### src/rtl/sram_wl_sequencer.sv
// sram_wl_sequencer: registered, timed wordline sequencer for an SRAM array.
// Each accepted access one-hot decodes its read and write row addresses.
// The decoded wordlines are held for WL_PULSE cycles. A PRECHARGE gap follows
// before the next access is accepted.
// Optional feature macro: SRAM_WL_RW_CONFLICT_BLOCK_EN. When it is defined, a read
// that targets the row being written is suppressed, and conflict pulses.
module sram_wl_sequencer #(
    parameter int ADDR_W    = 7,
    parameter int ROWS      = 128,
    parameter int NUM_RD    = 2,
    parameter int WL_PULSE  = 2,
    parameter int PRECHARGE = 1
) (
    input  logic                     clk,
    input  logic                     rst,
    input  logic                     req_valid,
    output logic                     req_ready,
    input  logic [NUM_RD*ADDR_W-1:0] rd_addr,
    input  logic [NUM_RD-1:0]        rd_en,
    input  logic [ADDR_W-1:0]        wr_addr,
    input  logic                     wr_en,
    output logic [NUM_RD*ROWS-1:0]   read_wl,
    output logic [ROWS-1:0]          write_wl,
    output logic                     busy,
    output logic                     done,
    output logic                     addr_err,
    output logic                     conflict
);

    localparam int MAXC  = (WL_PULSE > PRECHARGE) ? WL_PULSE : PRECHARGE;
    localparam int CNT_W = $clog2(MAXC + 1);
    localparam logic [CNT_W-1:0]  PULSE_LAST = CNT_W'(WL_PULSE - 1);
    localparam logic [CNT_W-1:0]  PRECH_LAST = CNT_W'((PRECHARGE > 0) ? PRECHARGE - 1 : 0);
    localparam logic [ADDR_W:0]   ROWS_L     = (ADDR_W + 1)'(ROWS);

    typedef enum logic [1:0] {IDLE, ACTIVE, PRECH} state_t;

    state_t                  state, state_next;
    logic [CNT_W-1:0]        cnt;
    logic                    launch;
    logic                    any_en;
    logic                    err_comb;
    logic                    clash_comb;
    logic [NUM_RD*ROWS-1:0]  rd_dec;
    logic [ROWS-1:0]         wr_dec;

    assign any_en    = (|rd_en) | wr_en;
    assign req_ready = (state == IDLE);
    assign busy      = (state != IDLE);
    assign launch    = (state == IDLE) && req_valid && any_en;

    // Address decode, range check and read/write clash detection for the incoming request
    always_comb begin
        logic [ADDR_W-1:0] a;
        logic              ok;
        logic              wr_ok;
        rd_dec     = '0;
        wr_dec     = '0;
        err_comb   = 1'b0;
        clash_comb = 1'b0;
        wr_ok      = wr_en && ({1'b0, wr_addr} < ROWS_L);
        if (wr_en && !wr_ok) err_comb = 1'b1;
        for (int unsigned r = 0; r < ROWS; r++) begin
            if (wr_ok && (wr_addr == ADDR_W'(r))) wr_dec[r] = 1'b1;
        end
        for (int unsigned p = 0; p < NUM_RD; p++) begin
            a  = rd_addr[p*ADDR_W +: ADDR_W];
            ok = rd_en[p] && ({1'b0, a} < ROWS_L);
            if (rd_en[p] && !ok) err_comb = 1'b1;
`ifdef SRAM_WL_RW_CONFLICT_BLOCK_EN
            if (ok && wr_ok && (a == wr_addr)) begin
                ok         = 1'b0;
                clash_comb = 1'b1;
            end
`endif
            for (int unsigned r = 0; r < ROWS; r++) begin
                if (ok && (a == ADDR_W'(r))) rd_dec[p*ROWS + r] = 1'b1;
            end
        end
    end

    // State register
    always_ff @(posedge clk or posedge rst) begin
        if (rst) state <= IDLE;
        else     state <= state_next;
    end

    // Next-state and done generation
    always_comb begin
        state_next = state;
        done       = 1'b0;
        case (state)
            IDLE: begin
                if (req_valid && any_en) state_next = ACTIVE;
            end
            ACTIVE: begin
                if (cnt == PULSE_LAST) begin
                    done       = 1'b1;
                    state_next = (PRECHARGE == 0) ? IDLE : PRECH;
                end
            end
            PRECH: begin
                if (cnt == PRECH_LAST) state_next = IDLE;
            end
            default: state_next = IDLE;
        endcase
    end

    // Phase counter: restarts on every state change, counts within ACTIVE and PRECH
    always_ff @(posedge clk or posedge rst) begin
        if (rst)                      cnt <= '0;
        else if (state_next != state) cnt <= '0;
        else if (state != IDLE)       cnt <= cnt + 1'b1;
    end

    // Wordline and error-flag registers; wordlines load on launch and clear after the last pulse cycle
    always_ff @(posedge clk or posedge rst) begin
        if (rst) begin
            read_wl  <= '0;
            write_wl <= '0;
            addr_err <= 1'b0;
        end else begin
            addr_err <= launch && err_comb;
            if (launch) begin
                read_wl  <= rd_dec;
                write_wl <= wr_dec;
            end else if (state == ACTIVE && done) begin
                read_wl  <= '0;
                write_wl <= '0;
            end
        end
    end

`ifdef SRAM_WL_RW_CONFLICT_BLOCK_EN
    // Conflict flag pulses in the cycle after a launch that suppressed a read
    always_ff @(posedge clk or posedge rst) begin
        if (rst) conflict <= 1'b0;
        else     conflict <= launch && clash_comb;
    end
`else
    assign conflict = 1'b0;
    logic unused_clash;
    assign unused_clash = clash_comb;
`endif

endmodule
### config.mk
export PLATFORM = sky130hd
export DESIGN_NAME = sram_wl_sequencer
export DESIGN_NICKNAME = d
export VERILOG_FILES = /design/src/rtl/sram_wl_sequencer.sv
export SDC_FILE = /design/constraint.sdc
export NUM_CORES = 1
export LEC_CHECK = 0
export ABC_AREA = 0
export CAP_MARGIN = 40
export CORE_UTILIZATION = 55
export CTS_BUF_LIST = sky130_fd_sc_hd__clkbuf_2
export DETAILED_ROUTE_END_ITERATION = 8
export DONT_BUFFER_PORTS = 1
export HOLD_SLACK_MARGIN = 0.06
export PLACE_DENSITY = 0.67
export SYNTH_ARGS = -nofsm -noshare
export SYNTH_HDL_FRONTEND = slang
export SYNTH_SLANG_ARGS = --single-unit
### constraint.sdc
create_clock -name clk -period 37.2 [get_ports clk]
set_clock_uncertainty 0.1 [all_clocks]
set_input_delay 11.16 -clock clk [delete_from_list [all_inputs] [get_ports clk]]
set_output_delay 11.16 -clock clk [all_outputs]
set_load 0.03 [all_outputs]
==> impl_metrics.yaml <==
logic_synthesis:
  ys_types: 49
  yosysTopAreaCellShare_pct: 66.2
  syn_area_um2: 14700
  ys_warn_count: 0
  synth_top_flop_cell: "dfrtp_1"
  ys_seq_area_share_pct: 66.2
  synth_edf_count: 0
  synth_seq_cells: 388
  synth_area_leader_cell: "dfrtp_1"
  synth_top_cells_by_area: "dfrtp_1, a22o_1, o2bb2ai_1"
  postSynthCellCount: 1016
  async_reset_ff_share_pct: 100
  synth.avg_cell_area_um2: 14.4
die:
  num_rows: 59
  die_y_um: 165
  dieArea_um2: 27300
  io_pins: 416
  coreArea_um2: 26100
  start_util_pct: 56.1
  die_w_um: 165
setup_path:
  endpoint_kind: "output port"
  cp.required_ns: 25.94
  cp-start-kind: "flop"
  cp.arrival_ns: 2.11
  r2r_cells: 7
  r2r_setup_slack_ns: 33.45
  crit_fanout: 11
  r2r_start: "state[1]"
  reg2reg_to: "read_wl[90]"
  startpoint: "state[1]"
  path_class: "flop to output port"
layout:
  drive_gt1_share_pct: 18.7
  multi_input_area_um2: 4430
  nNetsFinal: 1089
  filler_cell_count: 2080
  syn_to_final_growth_pct: 7.12
  seq_area_um2: 9710
detailed_routing:
  top_layer: "met4"
  drc: 56
  first_iter_violations: 787
  wl_met3_mm: 4.46
  vias: 9539
  drt_pass1_iterations: 6
  vias_per_cell: 6.55
  ant_nets: 0
  met1_length_mm: 15.8
  routedWlPerCell_um: 27.2
  drt_wl_total_mm: 39.6
  wl_met2_mm: 18.3
clocking:
  cts_max_level: 3
  cts_sinks: 388
  clk_pin_slew_ns: 0.12
  cts_buffer_depth: 3
  cts_resized: 0
  hold_buffers: 0
  cts_tree: "done"
  cts_root_buf: "clkbuf_2"
  clk_latency_ns: 0.83
  cts_buffers: 94
  cts_setup_buffers: 0
timing:
  min_period_ns: 13.37
  fin_crit_sh_pct: 36.0
  drv_slew: 0
  hold_viol: 0
  max_slew_margin_pct: 19.8
  worstMarginPinSlew_ns: 1.20
  fmax_ghz: 0.0748
  fin_ws_ns: 23.83
  rsz0062_at_grt: "false"
  tns_ns: 0
  setup_violations: 0
power_and_ir_drop:
  p_seq_share_pct: 53.1
  comb_power_share_pct: 15.9
  vdd_drop_max_v: 0.0000888
  power.switching_mw: 0.292
  p_int_mw: 0.553
  swShare_pct: 34.6
  power_density_nw_per_um2: 53.8
  p_leak_nw: 7.74
  clockPowerShare_pct: 31.0
global_route:
  grt_pass1_vias: 9319
  antenna_found_initial: 1
  grt_max_degree: 273
  grt.total_usage_pct: 28.3
  grt_overflow_total: 0
  grt_pass1_wl_mm: 57.9
place:
  globalplace.congestion: 0.820
  dp_slack_ns: 23.23
  io_buffers: 0
  dpl.hpwl_mm: 26.0
worst_hold_path:
  hold_path_startpoint: "cnt[0]"
  holdPathEnd: "cnt[0]"
  whs_path_depth: 1
  min_path_type: "flop to flop"
status:
  status: "finished with violations"
  failed_checks: "design-rule violations"
run:
  drv_cap: 0
flip-flops by register name, summed over array words and instances (netlist names):
signal,cells
cnt,2
write_wl,128
read_wl,256
state,2
cell families (layout without fill, tap and decap cells):
logic type      after synthesis  in the layout  synth area share (%)
compound gates              387            387                  23.2
fa+ha+maj                     2              2                 0.171
buf+inv                      99            202                  3.68
flops                       388            388                  66.2
other cells                   1              4                0.0256
simple gates                139            139                  6.73
routing by layer:
layer	vias to the layer above	global-route usage, %
met5	-	0
met4	0	11.1
met3	58	11.1
met2	465	42.1
met1	4957	37.1
li1	4059	-
per-stage QoR:
| step | std cells | utilization [%] | cell area (um2) | power [mW] | hold WS [ns] |
|---|---|---|---|---|---|
| floorplan | 1017 | - | 14700 | 0.578 | 0.378 |
| global placement | 1279 | 56.4 | 14700 | 0.584 | 0.408 |
| detailed placement | 1299 | 57.1 | 14900 | 0.591 | 0.408 |
| CTS | 1455 | 60.1 | 15700 | 0.850 | 0.425 |
| global route | 1457 | 60.1 | 15700 | 0.887 | 0.444 |
| finish | 1457 | 60.1 | 15700 | 0.845 | 0.434 |
worst max-delay path, stage by stage, from the launching register on:
cell     delay [ns]
dfrtp_1        0.53
or2_1          0.45
inv_2          0.29
synth_stat cells, types with 3 or more instances:
cell type  instances
nor4b_4            6
and3b_1            3
buf_2             40
inv_1              9
nand3b_1           3
buf_6              3
nand2_1           18
o2bb2ai_1         46
nor3b_1            3
or3_1              3
buf_4             25
clkbuf_1          14
or2_2              6
nor2_1            28
a22o_1           333
nor3_1            19
a32o_1             5
buf_1              6
dfrtp_1          388
nand4b_1           4
nand2b_1          14
how the worst max path moves through the flow:
stage                         to  slack [ns]
floorplan                 cnt[0]       15.16
CTS                    req_ready       23.71
finish                 req_ready       23.83
detailed placement  read_wl[114]       23.23
global placement      read_wl[4]       23.04
global route           req_ready       23.66
power by group through the flow:
stage	Clock, mW	Combinational [mW]	Sequential [mW]
after global routing	0.290	0.147	0.450
final	0.262	0.134	0.449
after floorplan	0	0.127	0.452
after CTS	0.268	0.134	0.449
after global placement	0	0.127	0.457
after detailed placement	0	0.134	0.457
cell usage in the layout, fill, tap and decap left out, types with 3 or more instances in the layout:
| cell | n |
|---|---|
| or3_1 | 3 |
| nor3_1 | 19 |
| or2_2 | 6 |
| buf_6 | 4 |
| clkbuf_2 | 140 |
| nor4b_4 | 6 |
| inv_1 | 8 |
| nor2_1 | 28 |
| o2bb2ai_1 | 46 |
| nand2b_1 | 14 |
| dfrtp_1 | 388 |
| nand2_1 | 18 |
| clkinvlp_4 | 3 |
| and3b_1 | 3 |
| nand3b_1 | 3 |
| clkinv_1 | 11 |
| nand4b_1 | 4 |
| a22o_1 | 333 |
| buf_4 | 17 |
| nor3b_1 | 3 |
| buf_2 | 10 |
| a32o_1 | 5 |
final cells by class:
type | count | share of cell area [%]
flip-flops and latches | 388 | 61.8
multi-input cells | 530 | 28.2
clock buffers | 140 | 4.46
well taps | 335 | 2.67
repair buffers | 36 | 2.12
clock inverters | 16 | 0.494
inverters | 10 | 0.287
diodes | 2 | 0.0318
(Power assumes the default switching activity.)
